### config.mk
export PLATFORM = sky130hd
export DESIGN_NAME = demod_frame_ctrl
export DESIGN_NICKNAME = d
export VERILOG_FILES = /design/src/rtl/demod_frame_ctrl.sv
export SDC_FILE = /design/constraint.sdc
export NUM_CORES = 1
export LEC_CHECK = 0
export CAP_MARGIN = 15
export CORE_MARGIN = 10
export CORE_UTILIZATION = 58
export DETAILED_ROUTE_END_ITERATION = 6
export MAX_ROUTING_LAYER = met4
export PLACE_DENSITY = 0.84
export SLEW_MARGIN = 10
export SYNTH_ARGS = -nofsm -noshare
export SYNTH_HDL_FRONTEND = slang
export SYNTH_SLANG_ARGS = --single-unit
### constraint.sdc
create_clock -name s00_axis_aclk -period 5.5 [get_ports s00_axis_aclk]
set_clock_uncertainty 0.05 [all_clocks]
set_input_delay 1.1 -clock s00_axis_aclk [delete_from_list [all_inputs] [get_ports s00_axis_aclk]]
set_output_delay 1.1 -clock s00_axis_aclk [all_outputs]
set_load 0.02 [all_outputs]
### src/rtl/demod_frame_ctrl.sv
// demod_frame_ctrl
// Admits an exact number of demodulated I/Q samples after a software start,
// cuts them into fixed-length frames with a generated tlast, and isolates the
// upstream ready from downstream backpressure through a 2-entry skid buffer.
// Outside a capture, upstream samples are accepted, discarded and counted.
module demod_frame_ctrl #(
   parameter int C_S00_AXIS_TDATA_WIDTH = 32,
   parameter int C_M00_AXIS_TDATA_WIDTH = 32,
   parameter int LEN_WIDTH              = 16
) (
   input  logic                                s00_axis_aclk,
   input  logic                                s00_axis_aresetn,
   input  logic                                s00_axis_tvalid,
   input  logic                                s00_axis_tlast,
   input  logic [C_S00_AXIS_TDATA_WIDTH-1:0]   s00_axis_tdata,
   input  logic [C_S00_AXIS_TDATA_WIDTH/8-1:0] s00_axis_tstrb,
   output logic                                s00_axis_tready,
   input  logic                                m00_axis_tready,
   output logic                                m00_axis_tvalid,
   output logic                                m00_axis_tlast,
   output logic [C_M00_AXIS_TDATA_WIDTH-1:0]   m00_axis_tdata,
   output logic [C_M00_AXIS_TDATA_WIDTH/8-1:0] m00_axis_tstrb,
   input  logic                                start,
   input  logic                                abort,
   input  logic [LEN_WIDTH-1:0]                frame_len,
   input  logic [LEN_WIDTH-1:0]                num_frames,
   output logic                                busy,
   output logic                                done,
   output logic [LEN_WIDTH-1:0]                frames_sent,
   output logic [LEN_WIDTH-1:0]                drop_count
);

   typedef enum logic [1:0] {IDLE, RUN, FLUSH} state_e;

   localparam int DW = C_S00_AXIS_TDATA_WIDTH;
   localparam int SW = C_S00_AXIS_TDATA_WIDTH / 8;
   localparam logic [LEN_WIDTH-1:0] LenOne = LEN_WIDTH'(1);
   localparam logic [LEN_WIDTH-1:0] LenMax = '1;

   state_e               state_q, state_d;
   logic [1:0]           occ_q, occ_d, occMid;
   logic [DW-1:0]        data0_q, data0_d, data1_q, data1_d;
   logic [SW-1:0]        strb0_q, strb0_d, strb1_q, strb1_d;
   logic                 force0_q, force0_d, force1_q, force1_d;
   logic [LEN_WIDTH-1:0] frameLen_q, frameLen_d, numFrames_q, numFrames_d;
   logic [LEN_WIDTH-1:0] inBeat_q, inBeat_d, inFrame_q, inFrame_d;
   logic [LEN_WIDTH-1:0] outBeat_q, outBeat_d;
   logic [LEN_WIDTH-1:0] framesSent_q, framesSent_d, dropCount_q, dropCount_d;
   logic                 tready_q, tready_d, done_q, done_d;
   logic                 pushEn, popEn, discardEn, headLast;
   logic                 unusedTlast;

   // Upstream tlast carries no meaning here; frames are cut by our own counters.
   assign unusedTlast = s00_axis_tlast;

   assign pushEn    = (state_q == RUN) && s00_axis_tvalid && tready_q;
   assign discardEn = (state_q != RUN) && s00_axis_tvalid && tready_q;
   assign popEn     = (occ_q != 2'd0) && m00_axis_tready;
   // The head beat ends a frame either by count or because an abort forced it.
   assign headLast  = (occ_q != 2'd0) && (force0_q || (outBeat_q == frameLen_q - LenOne));

   assign s00_axis_tready = tready_q;
   assign m00_axis_tvalid = (occ_q != 2'd0);
   assign m00_axis_tlast  = headLast;
   assign m00_axis_tdata  = data0_q;
   assign m00_axis_tstrb  = strb0_q;
   assign busy            = (state_q != IDLE);
   assign done            = done_q;
   assign frames_sent     = framesSent_q;
   assign drop_count      = dropCount_q;

   // Next-state logic: skid buffer shift/fill, frame counters and sequencing.
   always_comb begin
      state_d      = state_q;
      data0_d      = data0_q;
      data1_d      = data1_q;
      strb0_d      = strb0_q;
      strb1_d      = strb1_q;
      force0_d     = force0_q;
      force1_d     = force1_q;
      frameLen_d   = frameLen_q;
      numFrames_d  = numFrames_q;
      inBeat_d     = inBeat_q;
      inFrame_d    = inFrame_q;
      outBeat_d    = outBeat_q;
      framesSent_d = framesSent_q;
      dropCount_d  = dropCount_q;
      done_d       = 1'b0;

      // Pop shifts the second entry to the head, then a push fills the first
      // free slot, which keeps order intact when both happen together.
      if (popEn) begin
         data0_d  = data1_q;
         strb0_d  = strb1_q;
         force0_d = force1_q;
         force1_d = 1'b0;
         if (headLast) begin
            outBeat_d    = '0;
            framesSent_d = framesSent_q + LenOne;
         end else begin
            outBeat_d = outBeat_q + LenOne;
         end
      end
      occMid = occ_q - {1'b0, popEn};
      if (pushEn) begin
         if (occMid == 2'd0) begin
            data0_d  = s00_axis_tdata;
            strb0_d  = s00_axis_tstrb;
            force0_d = 1'b0;
         end else begin
            data1_d  = s00_axis_tdata;
            strb1_d  = s00_axis_tstrb;
            force1_d = 1'b0;
         end
         if (inBeat_q == frameLen_q - LenOne) begin
            inBeat_d  = '0;
            inFrame_d = inFrame_q + LenOne;
            if ((numFrames_q != '0) && (inFrame_q == numFrames_q - LenOne)) begin
               state_d = FLUSH;
            end
         end else begin
            inBeat_d = inBeat_q + LenOne;
         end
      end
      occ_d = occMid + {1'b0, pushEn};

      if (discardEn && (dropCount_q != LenMax)) begin
         dropCount_d = dropCount_q + LenOne;
      end

      unique case (state_q)
         IDLE: begin
            if (start && !abort) begin
               frameLen_d   = (frame_len == '0) ? LenOne : frame_len;
               numFrames_d  = num_frames;
               inBeat_d     = '0;
               inFrame_d    = '0;
               outBeat_d    = '0;
               framesSent_d = '0;
               dropCount_d  = '0;
               state_d      = RUN;
            end
         end
         RUN: begin
            if (abort) begin
               if (occ_d == 2'd0) begin
                  state_d = IDLE;
                  done_d  = 1'b1;
               end else begin
                  state_d = FLUSH;
                  if (occ_d == 2'd2) begin
                     force1_d = 1'b1;
                  end else begin
                     force0_d = 1'b1;
                  end
               end
            end
         end
         FLUSH: begin
            if (occ_d == 2'd0) begin
               state_d = IDLE;
               done_d  = 1'b1;
            end
         end
         default: state_d = IDLE;
      endcase

      tready_d = (state_d != RUN) || (occ_d != 2'd2);
   end

   // State, buffer and all registered outputs; reset drops buffered samples.
   always_ff @(posedge s00_axis_aclk or negedge s00_axis_aresetn) begin
      if (!s00_axis_aresetn) begin
         state_q      <= IDLE;
         occ_q        <= 2'd0;
         data0_q      <= '0;
         data1_q      <= '0;
         strb0_q      <= '0;
         strb1_q      <= '0;
         force0_q     <= 1'b0;
         force1_q     <= 1'b0;
         frameLen_q   <= '0;
         numFrames_q  <= '0;
         inBeat_q     <= '0;
         inFrame_q    <= '0;
         outBeat_q    <= '0;
         framesSent_q <= '0;
         dropCount_q  <= '0;
         tready_q     <= 1'b0;
         done_q       <= 1'b0;
      end else begin
         state_q      <= state_d;
         occ_q        <= occ_d;
         data0_q      <= data0_d;
         data1_q      <= data1_d;
         strb0_q      <= strb0_d;
         strb1_q      <= strb1_d;
         force0_q     <= force0_d;
         force1_q     <= force1_d;
         frameLen_q   <= frameLen_d;
         numFrames_q  <= numFrames_d;
         inBeat_q     <= inBeat_d;
         inFrame_q    <= inFrame_d;
         outBeat_q    <= outBeat_d;
         framesSent_q <= framesSent_d;
         dropCount_q  <= dropCount_d;
         tready_q     <= tready_d;
         done_q       <= done_d;
      end
   end

endmodule
==> impl_metrics.py <==
metrics = {
    "cells_and_area": {
        "n_antenna_cell": 0,
        "layout-area-overhead-vs-synth_pct": 21.3,
        "layout-drive-gt1-share": 0.0790,
        "multi_input_area_um2": 5090,
        "fillers": 1270,
        "stdcell_count": 1453,
        "fin_nets": 1304,
        "seq_area_um2": 4800,
    },
    "sta": {
        "tightest_slew_ns": 1.14,
        "post-route-min-period_ns": 5.13,
        "min_period_over_period": 0.934,
        "worst_slack_ns": 0.365,
        "setup_viol": 0,
        "finalMaxSlewViolations": 0,
        "relSlewSlack": 0.235,
        "fmax_mhz": 195,
        "tns_ns": 0,
        "rsz0062_at_grt": "false",
        "hold_violations": 0,
    },
    "clock_network": {
        "clkTransAtPathRegs_ns": 0.08,
        "cts_resized": 0,
        "cts_max_level": 4,
        "cts_hold_buffers": 0,
        "post-cts-setup-buffer-count": 0,
        "cts_made_buffers": 17,
        "clock_sinks": 192,
        "clk_latency_ns": 0.44,
        "root_buffer": "clkbuf_16",
        "cts_buffer_depth": 2,
        "cts_tree": "done",
    },
    "global_route": {
        "antenna_found_initial": 0,
        "grt.overflow.total": 0,
        "grt_pass1_wl_um": 43300,
        "grt_pass1_vias": 8472,
        "grtUsageTotal": 0.228,
        "grt_start_max_net_pins": 122,
    },
    "floorplanning": {
        "die_area_um2": 23300,
        "io_pins": 148,
        "initial_utilization": 0.590,
        "die_w_um": 153,
        "core_um2": 17300,
        "dieHeight_um": 153,
        "placementRows": 48,
    },
    "synth": {
        "synth_top_area_cell": "dfrtp_1",
        "async_reset_ff_frac": 1.00,
        "syn_area_um2": 10200,
        "yosysWarnings": 0,
        "synthCells": 1101,
        "synth_nets": 1189,
        "synth_most_common_cell": "nand2_1",
        "ys_seq_area_frac": 0.471,
        "synth-main-ff-cell": "dfrtp_1",
        "synth_area_leaders": "dfrtp_1 (47%), nand2_1 (8.2%), xor2_1 (5.1%)",
        "synth_edf_count": 0,
        "ys_types": 66,
        "yosysTopAreaCellShare": 0.471,
        "ys_ff_latch": 192,
        "synth_top_cells_by_count": "nand2_1 (223), dfrtp_1 (192), nor2_1 (111)",
        "syn_area_per_cell_um2": 9.27,
    },
    "placement": {
        "dp_hpwl_um": 18000,
        "place.gp.congestion": 0.927,
        "dp_cells": 1422,
        "post-place-ws_ns": 0.895,
        "port_buffers": 146,
    },
    "power_and_ir_drop": {
        "p_switching_mw": 2.33,
        "peakVddDrop_mv": 0.301,
        "p_clk_frac": 0.209,
        "netSwitchingFraction": 0.398,
        "leakagePower_nw": 5.40,
        "power_density_nw_per_um2": 474,
        "p_comb_frac": 0.396,
        "power_frac_seq": 0.396,
        "p_int_mw": 3.53,
    },
    "worst_setup_path": {
        "crit_arrival_ns": 3.98,
        "end_kind": "output pin",
        "crit_path_start_kind": "register",
        "worst-path-max-fanout": 11,
        "required_ns": 4.35,
        "setup.worst_path.class": "reg -> out",
        "reg2regPathDepth": 9,
    },
    "drt": {
        "viasPerCell": 5.84,
        "drt-total-wl_um": 26100,
        "vias": 8488,
        "drc_errors": 0,
        "dr.pass1.iters": 5,
        "ant_nets": 0,
        "drt_iter0_drc": 665,
        "wl_per_cell_um": 18.0,
    },
    "run_status": {
        "outcome": "complete, no violations",
    },
    "worst_hold_path": {
        "hp-class": "reg -> reg",
        "hold_depth": 1,
    },
    "run": {
        "maxCapViolCount": 0,
    },
}
-- area by class of cell --
class                      instances  area share
timing repair buffer             155       0.124
clock buffer                      17      0.0344
clock inverter                    14      0.0135
multi-input combinational        828       0.411
tap                              225      0.0227
sequential                       192       0.388
inverter                          22     0.00667
-- cell families (layout without fill, tap and decap cells) --
kind of cell               Yosys count  after routing  share of synthesized area
and+or+nand+nor                    515            515                      0.240
DFF                                192            192                      0.471
AOI/OAI and AO/OA                  154            154                      0.101
xor gates and xnor gates           104            104                     0.0933
buffers and inverters               81            208                     0.0337
muxes                               42             42                     0.0456
adders and majority gates           13             13                     0.0159
-- state kept, by name, summed over array words and instances, names as in the netlist, 16 cells and up --
register,cells
numFrames_q,16
data1_q,32
outBeat_q,16
frames_sent,16
inFrame_q,16
inBeat_q,16
frameLen_q,16
drop_count,16
m00_axis_tdata,32
-- path summary, 6_finish.rpt --
| check | from | end | slack [ns] |
|---|---|---|---|
| setup / recovery | frameLen_q[2] | m00_axis_tlast | 0.37 |
| max in group asynchronous | s00_axis_aresetn | numFrames_q[6] | 3.52 |
| setup reg to reg | frameLen_q[2] | inFrame_q[5] | 1.41 |
| hold / removal | strb1_q[1] | strb1_q[1] | 0.46 |
| hold reg to reg | strb1_q[1] | strb1_q[1] | 0.46 |
| min in group asynchronous | s00_axis_aresetn | drop_count[9] | 0.73 |
-- power groups by stage --
| stage | Sequential, mW | Combinational [mW] | Clock (mW) |
|---|---|---|---|
| final | 2.32 | 2.32 | 1.22 |
| after global routing | 2.38 | 2.56 | 1.31 |
| after CTS | 2.31 | 2.34 | 1.25 |
| after detailed placement | 2.31 | 2.32 | 0 |
| after global placement | 2.30 | 2.24 | 0 |
| after floorplan | 2.29 | 1.53 | 0 |
-- placed cells by master, fill, tap and decap left out, types with 5 or more instances in the layout --
cell             instances
or4_1                   16
mux2_2                  36
a31oi_1                 38
nor3_1                   8
nor2b_1                  6
nor2_1                 110
mux2i_1                  6
clkbuf_16               17
inv_1                   20
and3_1                  21
a21oi_1                 33
and4_1                   5
clkdlybuf4s50_1        145
nor4_1                  15
o311ai_0                 7
o211ai_1                 8
o41ai_1                  7
nand2_1                223
ha_1                    13
o21ai_0                 25
nand3_1                 35
clkinv_8                 5
xnor2_1                 42
dfrtp_1                192
nand4_1                 17
buf_4                    9
xor2_1                  59
nor3b_1                  6
nand2b_1                13
or3_1                   15
-- per-stage QoR --
| stage | total power, mW | hold WS (ns) | area (um^2) | util |
|---|---|---|---|---|
| 5_1_grt | 6.25 | 0.477 | 12400 | 0.716 |
| 3_5_place_dp | 4.63 | 0.446 | 11800 | 0.681 |
| 6_report | 5.87 | 0.462 | 12400 | 0.716 |
| 3_3_place_gp | 4.54 | 0.439 | 11800 | 0.681 |
| 4_1_cts | 5.89 | 0.464 | 12400 | 0.716 |
| 2_1_floorplan | 3.82 | 0.429 | 10200 | - |
-- worst max-delay path, stage by stage (launching register included) --
cell,delay [ns]
dfrtp_1,0.50
nor3_1,0.95
nand4_1,0.47
nand3b_1,0.23
o2111ai_1,0.17
nor4_4,0.32
a21oi_1,0.17
nor2_1,0.11
clkdlybuf4s50_1,0.63
-- routing by layer --
metal	global-route usage	vias to the layer above	share of wire
li1	-	4052	-
met3	0.0773	39	0.081
met4	0.0500	0	0.016
met1	0.277	4122	0.43
met5	-	-	0
met2	0.362	275	0.47
Note: power is estimated with default switching activity, not from simulation.
